==> src/rtl/mc_alu_pkg.sv <==
`default_nettype none
// ============================================================================
// Module   : mc_alu_pkg
// Purpose  : Shared opcodes, FSM state encoding and flag bit positions for
//            the multi-cycle ALU.
// Revision : 1.0 - initial release
// ============================================================================
package mc_alu_pkg;

  // 3-bit opcodes
  localparam logic [2:0] OP_ADD = 3'b000;
  localparam logic [2:0] OP_AND = 3'b001;
  localparam logic [2:0] OP_OR  = 3'b010;
  localparam logic [2:0] OP_SUB = 3'b011;
  localparam logic [2:0] OP_XOR = 3'b100;
  localparam logic [2:0] OP_SHL = 3'b101;
  localparam logic [2:0] OP_SHR = 3'b110;
  localparam logic [2:0] OP_MUL = 3'b111;

  // Control FSM states
  typedef enum logic [1:0] {
    IDLE   = 2'd0,
    SINGLE = 2'd1,
    ITER   = 2'd2
  } state_t;

  // Bit positions inside czn = {carry, zero, negative}
  localparam int FLAG_C = 2;
  localparam int FLAG_Z = 1;
  localparam int FLAG_N = 0;

  // True for the two shift opcodes
  function automatic logic op_is_shift(input logic [2:0] op);
    return (op == OP_SHL) || (op == OP_SHR);
  endfunction

endpackage
`default_nettype wire

==> src/rtl/mc_alu_if.sv <==
`default_nettype none
// ============================================================================
// Module   : mc_alu_if
// Purpose  : Request/response bundle between the control FSM (master) and
//            the multi-cycle ALU (slave).
// Revision : 1.0 - initial release
// ============================================================================
interface mc_alu_if #(
  parameter int WIDTH = 8
) ();

  logic             start;
  logic [2:0]       op;
  logic [WIDTH-1:0] a;
  logic [WIDTH-1:0] b;
  logic             cin;
  logic [WIDTH-1:0] result;
  logic [2:0]       czn;
  logic             busy;
  logic             done;

  modport master (
    output start, op, a, b, cin,
    input  result, czn, busy, done
  );

  modport slave (
    input  start, op, a, b, cin,
    output result, czn, busy, done
  );

endinterface
`default_nettype wire

==> src/rtl/mc_alu_iter.sv <==
`default_nettype none
// ============================================================================
// Module   : mc_alu_iter
// Purpose  : Iterative engine: one-bit-per-cycle logical shifts and, when
//            MC_ALU_MUL_EN is defined, a shift-add multiplier with a
//            2*WIDTH accumulator. finish is high in the cycle whose clock
//            edge performs the final step; value/carry then show that
//            final step's outcome so the caller can register it directly.
// Config   : MC_ALU_MUL_EN - build the multiplier datapath
// Revision : 1.0 - initial release
// ============================================================================
module mc_alu_iter
  import mc_alu_pkg::*;
#(
  parameter int WIDTH = 8,
  parameter int SHW   = $clog2(WIDTH)
) (
  input  wire logic             clk,
  input  wire logic             rst_n,
  input  wire logic             load,
  input  wire logic [2:0]       op,
  input  wire logic [WIDTH-1:0] a,
  input  wire logic [WIDTH-1:0] b,
  output logic                  finish,
  output logic [WIDTH-1:0]      value,
  output logic                  carry
);

  // Counter must be able to hold WIDTH (multiply step count)
  localparam int CW = $clog2(WIDTH + 1);

  logic [CW-1:0]    r_cnt;
  logic             r_left;
  logic [WIDTH-1:0] r_sh;
  logic [WIDTH-1:0] w_sh_nxt;
  logic             w_sh_c;

  // One-bit shift step and the bit it pushes out
  always_comb begin
    w_sh_nxt = r_left ? {r_sh[WIDTH-2:0], 1'b0} : {1'b0, r_sh[WIDTH-1:1]};
    w_sh_c   = r_left ? r_sh[WIDTH-1] : r_sh[0];
  end

  assign finish = (r_cnt == CW'(1));

`ifdef MC_ALU_MUL_EN
  logic               r_is_mul;
  logic [2*WIDTH-1:0] r_acc;
  logic [WIDTH-1:0]   r_mcand;
  logic [WIDTH:0]     w_msum;
  logic [2*WIDTH-1:0] w_acc_nxt;

  // Shift-add step: add multiplicand into the high half when the current
  // multiplier bit (acc[0]) is set, then shift the whole accumulator right
  always_comb begin
    w_msum    = {1'b0, r_acc[2*WIDTH-1:WIDTH]} +
                {1'b0, (r_acc[0] ? r_mcand : {WIDTH{1'b0}})};
    w_acc_nxt = {w_msum, r_acc[WIDTH-1:1]};
  end

  // Select the engine output according to the running operation
  always_comb begin
    value = r_is_mul ? w_acc_nxt[WIDTH-1:0]          : w_sh_nxt;
    carry = r_is_mul ? (|w_acc_nxt[2*WIDTH-1:WIDTH]) : w_sh_c;
  end

  // Multiplier state: load multiplier into the low half, step while counting
  always_ff @(posedge clk or negedge rst_n) begin
    if (!rst_n) begin
      r_is_mul <= 1'b0;
      r_acc    <= '0;
      r_mcand  <= '0;
    end else if (load) begin
      r_is_mul <= (op == OP_MUL);
      r_acc    <= {{WIDTH{1'b0}}, b};
      r_mcand  <= a;
    end else if (r_cnt != '0) begin
      r_acc    <= w_acc_nxt;
    end
  end

  // Step counter: WIDTH steps for multiply, shift amount for shifts
  always_ff @(posedge clk or negedge rst_n) begin
    if (!rst_n) begin
      r_cnt <= '0;
    end else if (load) begin
      r_cnt <= (op == OP_MUL) ? CW'(WIDTH) : CW'(b[SHW-1:0]);
    end else if (r_cnt != '0) begin
      r_cnt <= r_cnt - CW'(1);
    end
  end
`else
  // Only the shift amount bits of b matter without a multiplier
  logic w_unused_b;
  assign w_unused_b = ^b[WIDTH-1:SHW];

  // Shift engine output
  always_comb begin
    value = w_sh_nxt;
    carry = w_sh_c;
  end

  // Step counter: one step per shift position
  always_ff @(posedge clk or negedge rst_n) begin
    if (!rst_n) begin
      r_cnt <= '0;
    end else if (load) begin
      r_cnt <= CW'(b[SHW-1:0]);
    end else if (r_cnt != '0) begin
      r_cnt <= r_cnt - CW'(1);
    end
  end
`endif

  // Shift register and direction, loaded with operand A at start
  always_ff @(posedge clk or negedge rst_n) begin
    if (!rst_n) begin
      r_sh   <= '0;
      r_left <= 1'b0;
    end else if (load) begin
      r_sh   <= a;
      r_left <= (op == OP_SHL);
    end else if (r_cnt != '0) begin
      r_sh   <= w_sh_nxt;
    end
  end

endmodule
`default_nettype wire

==> src/rtl/mc_alu_seq.sv <==
`default_nettype none
// ============================================================================
// Module   : mc_alu_seq
// Purpose  : Multi-cycle ALU with start/done handshake, registered result
//            and {carry, zero, negative} flags. Logic ops, add and subtract
//            finish in one cycle; shifts and multiply run in mc_alu_iter.
// Config   : MC_ALU_MUL_EN - iterative multiply; when undefined op 111
//            completes in one cycle with result 0.
// Revision : 1.0 - initial release
// ============================================================================
module mc_alu_seq
  import mc_alu_pkg::*;
#(
  parameter int WIDTH = 8,
  parameter int SHW   = $clog2(WIDTH)
) (
  input  wire logic clk,
  input  wire logic rst_n,
  mc_alu_if.slave   bus
);

  state_t           r_state;
  state_t           w_state_nxt;

  logic [WIDTH-1:0] r_a;
  logic [WIDTH-1:0] r_b;
  logic [2:0]       r_op;
  logic             r_cin;

  logic [WIDTH-1:0] r_result;
  logic [2:0]       r_czn;
  logic             r_done;

  logic [SHW-1:0]   w_shamt;
  logic             w_iter_op;
  logic             w_load_iter;
  logic             w_write;

  logic [WIDTH:0]   w_add;
  logic [WIDTH:0]   w_sub;
  logic [WIDTH-1:0] w_single_val;
  logic             w_single_c;

  logic             w_iter_finish;
  logic [WIDTH-1:0] w_iter_val;
  logic             w_iter_c;

  logic [WIDTH-1:0] w_wr_val;
  logic             w_wr_c;

  assign w_shamt = bus.b[SHW-1:0];

  // Decide whether the requested op needs the iterative engine
  always_comb begin
    w_iter_op = op_is_shift(bus.op) && (w_shamt != '0);
`ifdef MC_ALU_MUL_EN
    if (bus.op == OP_MUL) begin
      w_iter_op = 1'b1;
    end
`endif
  end

  // State register
  always_ff @(posedge clk or negedge rst_n) begin
    if (!rst_n) begin
      r_state <= IDLE;
    end else begin
      r_state <= w_state_nxt;
    end
  end

  // Next state, engine load and result write strobes
  always_comb begin
    w_state_nxt = r_state;
    w_load_iter = 1'b0;
    w_write     = 1'b0;
    case (r_state)
      IDLE: begin
        if (bus.start) begin
          w_state_nxt = w_iter_op ? ITER : SINGLE;
          w_load_iter = w_iter_op;
        end
      end
      SINGLE: begin
        w_write     = 1'b1;
        w_state_nxt = IDLE;
      end
      ITER: begin
        if (w_iter_finish) begin
          w_write     = 1'b1;
          w_state_nxt = IDLE;
        end
      end
      default: begin
        w_state_nxt = IDLE;
      end
    endcase
  end

  // Capture operands at the accepted start so later bus changes are ignored
  always_ff @(posedge clk or negedge rst_n) begin
    if (!rst_n) begin
      r_a   <= '0;
      r_b   <= '0;
      r_op  <= OP_ADD;
      r_cin <= 1'b0;
    end else if ((r_state == IDLE) && bus.start) begin
      r_a   <= bus.a;
      r_b   <= bus.b;
      r_op  <= bus.op;
      r_cin <= bus.cin;
    end
  end

  // Single-cycle datapath on the captured operands; SUB carry is the borrow
  always_comb begin
    w_add        = {1'b0, r_a} + {1'b0, r_b} + {{WIDTH{1'b0}}, r_cin};
    w_sub        = {1'b0, r_a} - {1'b0, r_b};
    w_single_val = w_add[WIDTH-1:0];
    w_single_c   = w_add[WIDTH];
    case (r_op)
      OP_AND: begin w_single_val = r_a & r_b;      w_single_c = 1'b0;       end
      OP_OR:  begin w_single_val = r_a | r_b;      w_single_c = 1'b0;       end
      OP_SUB: begin w_single_val = w_sub[WIDTH-1:0]; w_single_c = w_sub[WIDTH]; end
      OP_XOR: begin w_single_val = r_a ^ r_b;      w_single_c = 1'b0;       end
      OP_SHL: begin w_single_val = r_a;            w_single_c = 1'b0;       end
      OP_SHR: begin w_single_val = r_a;            w_single_c = 1'b0;       end
      OP_MUL: begin w_single_val = '0;             w_single_c = 1'b0;       end
      default: begin
        w_single_val = w_add[WIDTH-1:0];
        w_single_c   = w_add[WIDTH];
      end
    endcase
  end

  mc_alu_iter #(
    .WIDTH (WIDTH),
    .SHW   (SHW)
  ) u_iter (
    .clk    (clk),
    .rst_n  (rst_n),
    .load   (w_load_iter),
    .op     (bus.op),
    .a      (bus.a),
    .b      (bus.b),
    .finish (w_iter_finish),
    .value  (w_iter_val),
    .carry  (w_iter_c)
  );

  // Pick the value being committed this cycle
  always_comb begin
    w_wr_val = (r_state == ITER) ? w_iter_val : w_single_val;
    w_wr_c   = (r_state == ITER) ? w_iter_c   : w_single_c;
  end

  // Output registers: only updated on completion, done pulses alongside
  always_ff @(posedge clk or negedge rst_n) begin
    if (!rst_n) begin
      r_result <= '0;
      r_czn    <= 3'b000;
      r_done   <= 1'b0;
    end else begin
      r_done <= w_write;
      if (w_write) begin
        r_result       <= w_wr_val;
        r_czn[FLAG_C]  <= w_wr_c;
        r_czn[FLAG_Z]  <= (w_wr_val == '0);
        r_czn[FLAG_N]  <= w_wr_val[WIDTH-1];
      end
    end
  end

  assign bus.result = r_result;
  assign bus.czn    = r_czn;
  assign bus.done   = r_done;
  assign bus.busy   = (r_state != IDLE);

endmodule
`default_nettype wire

==> src/flat_wrapper.sv <==
// flat-port wrapper written by rule: the top's interface ports become plain ports
module mc_alu_seq_flat import mc_alu_pkg::*;
#(
  parameter int WIDTH = 8,
  parameter int SHW   = $clog2(WIDTH)
)
  (clk, rst_n, bus_start, bus_op, bus_a, bus_b, bus_cin, bus_result, bus_czn, bus_busy, bus_done);
  mc_alu_if #(.WIDTH(WIDTH)) bus_i ();
  input  wire logic clk;
  input  wire logic rst_n;
  input wire logic [$bits(bus_i.start)-1:0] bus_start;
  input wire logic [$bits(bus_i.op)-1:0] bus_op;
  input wire logic [$bits(bus_i.a)-1:0] bus_a;
  input wire logic [$bits(bus_i.b)-1:0] bus_b;
  input wire logic [$bits(bus_i.cin)-1:0] bus_cin;
  output wire logic [$bits(bus_i.result)-1:0] bus_result;
  output wire logic [$bits(bus_i.czn)-1:0] bus_czn;
  output wire logic [$bits(bus_i.busy)-1:0] bus_busy;
  output wire logic [$bits(bus_i.done)-1:0] bus_done;
  assign bus_i.start = bus_start;
  assign bus_i.op = bus_op;
  assign bus_i.a = bus_a;
  assign bus_i.b = bus_b;
  assign bus_i.cin = bus_cin;
  assign bus_result = bus_i.result;
  assign bus_czn = bus_i.czn;
  assign bus_busy = bus_i.busy;
  assign bus_done = bus_i.done;
  mc_alu_seq #(.WIDTH(WIDTH), .SHW(SHW)) u_core (.clk(clk), .rst_n(rst_n), .bus(bus_i));
endmodule
==> config.mk <==
export PLATFORM = sky130hd
export DESIGN_NAME = mc_alu_seq_flat
export DESIGN_NICKNAME = d
export VERILOG_FILES = /design/src/rtl/mc_alu_pkg.sv /design/src/rtl/mc_alu_if.sv /design/src/rtl/mc_alu_iter.sv /design/src/rtl/mc_alu_seq.sv /design/src/flat_wrapper.sv
export SDC_FILE = /design/constraint.sdc
export NUM_CORES = 1
export LEC_CHECK = 0
export BUFFER_PORTS_ARGS = -buffer_cell sky130_fd_sc_hd__buf_2
export CORE_MARGIN = 10
export CORE_UTILIZATION = 35
export CTS_CLUSTER_SIZE = 30
export DETAILED_ROUTE_END_ITERATION = 10
export PLACE_DENSITY = 0.6
export SYNTH_ARGS = -nofsm -noshare
export SYNTH_HDL_FRONTEND = slang
export SYNTH_SLANG_ARGS = --single-unit
==> constraint.sdc <==
create_clock -name clk -period 2.2 [get_ports clk]
set_input_delay 0.22 -clock clk [delete_from_list [all_inputs] [get_ports clk]]
set_output_delay 0.22 -clock clk [all_outputs]
set_load 0.1 [all_outputs]
**Yosys cells after proc, flatten, opt, wreduce, memory -nomap -nowiden**

Cells that the tools add are included.

- Flip-flop bits (word level): 47
- Latch bits: 0
- Bits in writable memories: 0
- ROM bits: 0
- Input bits: 23
- Output and inout port bits: 13
- Memories kept: 0

- Add/sub/neg operators: 4
- $mul: 0
- Divide/modulo/power cells: 0
- Order comparisons: 0
- Equality and inequality tests: 14
- Shift-type cells: 0
- Multiplexer cells: 18
- Bitwise gates (word level): 3
- Reduce and logical (&&, ||, !) cells: 12

Operator list:

| kind | number |
|---|---|
| $pmux 8 s6 | 1 |
| $mux 8 | 4 |
| $eq 3x3->1 const B | 6 |
| $add 8x8->9 | 1 |
| $add 9x1->9 | 1 |
| $sub 8x8->9 | 1 |
| $and 8x8->8 | 1 |
| $logic_not 8->1 | 1 |
| $mux 4 | 2 |
| $or 8x8->8 | 1 |
| $xor 8x8->8 | 1 |
| $eq 3x2->1 const B | 2 |
| $mux 2 | 3 |
| $reduce_or 6->1 | 1 |
| $mux 1 | 5 |
| $eq 4x1->1 const B | 1 |
| $ne 2x2->1 const B | 2 |
| $pmux 1 s2 | 2 |
| $pmux 2 s2 | 1 |
| $reduce_bool 2->1 | 2 |
| $reduce_bool 4->1 | 1 |
| $sub 4x1->4 const B | 1 |
| $eq 3x1->1 const B | 1 |
| $reduce_bool 3->1 | 1 |
| 7 further kinds | 8 |

**Depth between registers and ports, before layout**

- Depth in word-level cells: 6
- Depth in mapped cells: 11
- Depth with buffers taken out: 11

**Hierarchy**

From an unflattened synthesis, not the netlist that was laid out.

- Cell total of the unflattened synthesis: 385
- Area, all modules: 3559.7 µm²

Modules (own cells, without submodules):

| module | times used | cells each | area an instance (µm²) | seq. area each (µm²) |
|---|---|---|---|---|
| mc_alu_seq | 1 | 309 | 2801.4 | 825.8 |
| mc_alu_iter | 1 | 76 | 758.2 | 325.3 |

**Worst setup path before layout**

OpenSTA, ideal clock, no wires.

- Path kind: flip-flop to flip-flop
- From: register u_core.r_b[1]
- To: register u_core.r_czn[1] (netlist: u_core.bus.czn[1])
- Library setup time: 0.067 ns
- Arrival time: 2.185 ns
- Slack: -0.052 ns
- Cell stages (with the launch flop): 10
- Path buffers: 0
- Cell sequence: dfrtp_1 -> inv_1 -> ha_1 -> o21ba_1 -> nor2_1 -> nor3_1 -> o32a_1 -> o31a_1 -> nor4_2 -> a41o_1

- Word-level cells in the longest chain between the ends: 5

RTL lines:

| element | RTL line | text |
|---|---|---|
| start: declaration | mc_alu_seq.sv:26 | `logic [WIDTH-1:0] r_b;` |
| start signal: assignment | mc_alu_seq.sv:109 | `r_b <= bus.b;` |
| $add 8x8->9 | mc_alu_seq.sv:117 | `w_add = {1'b0, r_a} + {1'b0, r_b} + {{WIDTH{1'b0}}, r_cin};` |
| $add 9x1->9 | mc_alu_seq.sv:117 |  |
| $pmux 8 s6 (*) | mc_alu_seq.sv:121 | `case (r_op)` |
| $mux 8 (*) | mc_alu_seq.sv:153 | `w_wr_val = (r_state == ITER) ? w_iter_val : w_single_val;` |
| $logic_not 8->1 (*) | mc_alu_seq.sv:168 | `r_czn[FLAG_Z] <= (w_wr_val == '0);` |
| end signal: indexed assignment | mc_alu_seq.sv:167 | `r_czn[FLAG_C] <= w_wr_c;` |
| end signal: indexed assignment | mc_alu_seq.sv:168 |  |
| end signal: indexed assignment | mc_alu_seq.sv:169 | `r_czn[FLAG_N] <= w_wr_val[WIDTH-1];` |
| end: declaration | mc_alu_seq.sv:31 | `logic [2:0] r_czn;` |

Every way passes the cells marked *; elsewhere a longest branch is shown, timed or not.
A chain may end at the register's enable or synchronous reset.

**Worst setup path after layout**

- From: register u_core.r_b[0]
- To: register u_core.r_czn[1] (netlist: u_core.bus.czn[1])

The elaborated chain is that of the path after synthesis.

==> metrics.txt <==
slowest CP cell=dfrtp_1; worst path cell trace=ha_4, fa_2, xnor2_2, nand3_1, a211o_1, a221oi_2, nand2_1, nor4_2, a41o_1; DR WL/cell=16.3 um; Critical Path End Type=flip-flop; Rows=36; RePlAce Congestion=0.937; first-pass GRT wire length=16600 um; Max Clk Rate=406 MHz; Area Overhead vs Synth=27.6%; Cells after Synth=398; Fin. Hold Viols=0; largest family of logic cells by synthesized area=compound AO/OA/AOI/OAI gates; htree depth=2; max incr delay on CP=0.43 ns; Inst Count DP=598; routed wire length=10000 um; hold endpoint=u_core.r_cin$_DFFE_PN0P_; GRT Total Usage=13.9%; area of the multi-input gates=2180 um2; nets@finish=536; mux cell area share after synthesis=4.25%; Setup Crit Path Kind=reg2reg; required time worst endpoint=2.44 ns; Die Width=119 um; DRC Markers=0; CTS Buffer Depth=2; # port buffers=35; hold_sp=bus_cin; Min-Delay Path Class=in2reg; Layout Cells excl Fill=614; synthesized area=3450 um2; Worst R2R Start=u_core.r_b[0]$_DFFE_PN0P_; CTS tree=yes; Synth Area per Inst=8.66 um2; Vias/cell=5.26; FF+latch area=1150 um2; HPWL after detailed placement=7810 um; core area=9680 um2; CTS sink count=46; Period Utilization, post-route=112%; Post-Synth Simple-Gate Area=15.5%; Critical path buffers and inverters=0; initial drt markers=208; Async SR Flop Fraction=100%; root buf cell=clkbuf_8; vias in the first global route=3295; Netlist cell types=64; Rel. slew slack=58.7%; failing checks=setup timing; grt ovf=0; Worst-Skew Late Latency=0.30 ns; CP arrival=2.70 ns; CP top delay family=compound AO/OA/AOI/OAI gates; Synth Flop Type=dfrtp_1; r2r setup slk=-0.26 ns; CP Max Fanout=2; Yosys warnings=0; Final ANT Viol Nets=0; status=finished with violations; DR pass1 iterations=5; R2R depth=9; clock skew=0.00923 ns; Vias=3227; sequential area share after synthesis=33.4%; setup violators final=9; Setup crit start kind=flip-flop; fill cell count=934; min cycle time layout=2.46 ns; antenna violations before repair=0; largest net degree at the start of global routing=28; worst r2r dst=u_core.bus.czn[1]$_DFFE_PN0P_; clk slew on worst S/H paths=0.09 ns; Synth Area in Compound Gates=24.3%; Yosys reg bits=46; Post-synth EDFFs=0; Final Max Tran Viols=0; Adder-Cell Fraction of Synth Area=12.6%; share of cells above drive strength 1=33.3%; RSZ-0062 raised after global routing=yes; Mapped Nets=454; Ports=36; Die Footprint=14200 um2; post-layout worst setup margin=-0.263 ns; n_diodes=0; Die Ht=119 um; Max-Cap Viols=0; worst hold path depth=3; slew of the pin with the lowest slew margin=0.619 ns; Starting Density=35.6%; total CTS buffers=5; Synth Area in XOR/XNOR=2.29%
kinds of logic after synthesis:
logic type / count (synthesis)
compound gates: 128
simple gates: 109
buf+inv: 59
flops: 46
fa+ha+maj: 33
mux: 14
xor+xnor: 9
cells in the final DEF, fill, tap and decap left out, types with 5 or more instances in the layout:
cell	n
buf_4	62
dfrtp_1	45
nand2_1	43
buf_2	35
a21oi_1	33
o21ai_0	30
ha_1	25
inv_1	21
nor2_1	16
nand3_1	12
inv_2	11
nor3_1	10
mux2i_1	9
o21ai_1	8
a31oi_1	7
xnor2_1	5
clkbuf_8	5
metrics by stage:
step,setup slack (ns),hold WS (ns),utilization (%),area (um2),TNS (ns)
6_report,-0.263,0.127,45.4,4400,-0.841
5_1_grt,-0.406,0.135,45.4,4400,-2.01
4_1_cts,-0.201,0.121,44.0,4260,-0.289
3_5_place_dp,-0.193,0.229,42.5,4120,-0.592
3_3_place_gp,-0.181,0.228,42.5,4120,-0.439
2_1_floorplan,0.00320,-0.0756,-,3460,0
synthesized netlist by cell type (5+ instances only):
library cell | n | area share (%)
mux2i_1 | 9 | 2.6
nand3_1 | 12 | 1.7
nand2_1 | 44 | 4.8
inv_1 | 29 | 3.2
buf_2 | 6 | 0.87
o21ai_1 | 7 | 1.0
nor3_1 | 10 | 1.5
dfrtp_1 | 46 | 33
mux2_2 | 5 | 1.6
clkbuf_1 | 14 | 1.5
a31oi_1 | 7 | 1.3
ha_1 | 30 | 11
nor2_1 | 17 | 1.9
o21ai_0 | 32 | 4.6
xnor2_1 | 6 | 1.5
a21oi_1 | 34 | 4.9
worst register-to-register path, stage by stage, from the launching register on:
cell and delay [ns]:
dfrtp_1 0.43, ha_4 0.18, fa_2 0.37, xnor2_2 0.16, nand3_1 0.09, a211o_1 0.31
a221oi_2 0.37, nand2_1 0.12, nor4_2 0.18, a41o_1 0.21
state kept, by name (all words and copies together) (netlist names):
register,cells
u_core.bus.czn,3
u_core.bus.done,1
u_core.bus.result,7
u_core.r_a,8
u_core.r_b,8
u_core.r_cin,1
u_core.r_op,3
u_core.r_state,2
u_core.u_iter.r_cnt,4
u_core.u_iter.r_left,1
u_core.u_iter.r_sh,8
routing by layer:
| layer | part of all wire (%) | up-vias | global-route usage, % |
|---|---|---|---|
| li1 | - | 1572 | - |
| met1 | 46 | 1546 | 18.0 |
| met2 | 47 | 93 | 22.9 |
| met3 | 5.3 | 16 | 3.12 |
| met4 | 1.9 | 0 | 3.13 |
| met5 | 0 | - | 0 |
worst max-delay path by stage:
stage | from | endpoint | slack [ns] | cells past startpoint
2_1_floorplan | u_core.r_a[1]$_DFFE_PN0P_ | u_core.bus.czn[1]$_DFFE_PN0P_ | 0.003 | 9
5_1_grt | u_core.r_b[0]$_DFFE_PN0P_ | u_core.bus.czn[1]$_DFFE_PN0P_ | -0.41 | 9
3_3_place_gp | u_core.r_b[1]$_DFFE_PN0P_ | u_core.bus.czn[1]$_DFFE_PN0P_ | -0.18 | 9
3_5_place_dp | u_core.r_b[0]$_DFFE_PN0P_ | u_core.bus.czn[1]$_DFFE_PN0P_ | -0.19 | 10
4_1_cts | u_core.r_b[0]$_DFFE_PN0P_ | u_core.bus.czn[1]$_DFFE_PN0P_ | -0.20 | 9
6_report | u_core.r_b[0]$_DFFE_PN0P_ | u_core.bus.czn[1]$_DFFE_PN0P_ | -0.26 | 9
final cells by class:
type	count	area share [%]
timing repair buffer	101	15.8
clock inverter	2	0.228
sequential	46	26.2
inverter	33	2.87
multi-input combinational	293	49.5
tap	133	3.78
clock buffer	6	1.65
repair_timing:
item	4_1_cts	5_1_grt
hold buffers	1	0
hold endpoints to repair	19	0
buffers inserted	0	7
setup endpoints to repair	8	9
pin swaps	6	11
gates resized for setup	13	22
Power is not shown: default switching activity piles up to over one toggle a cycle in this logic, so the estimate is an artifact.
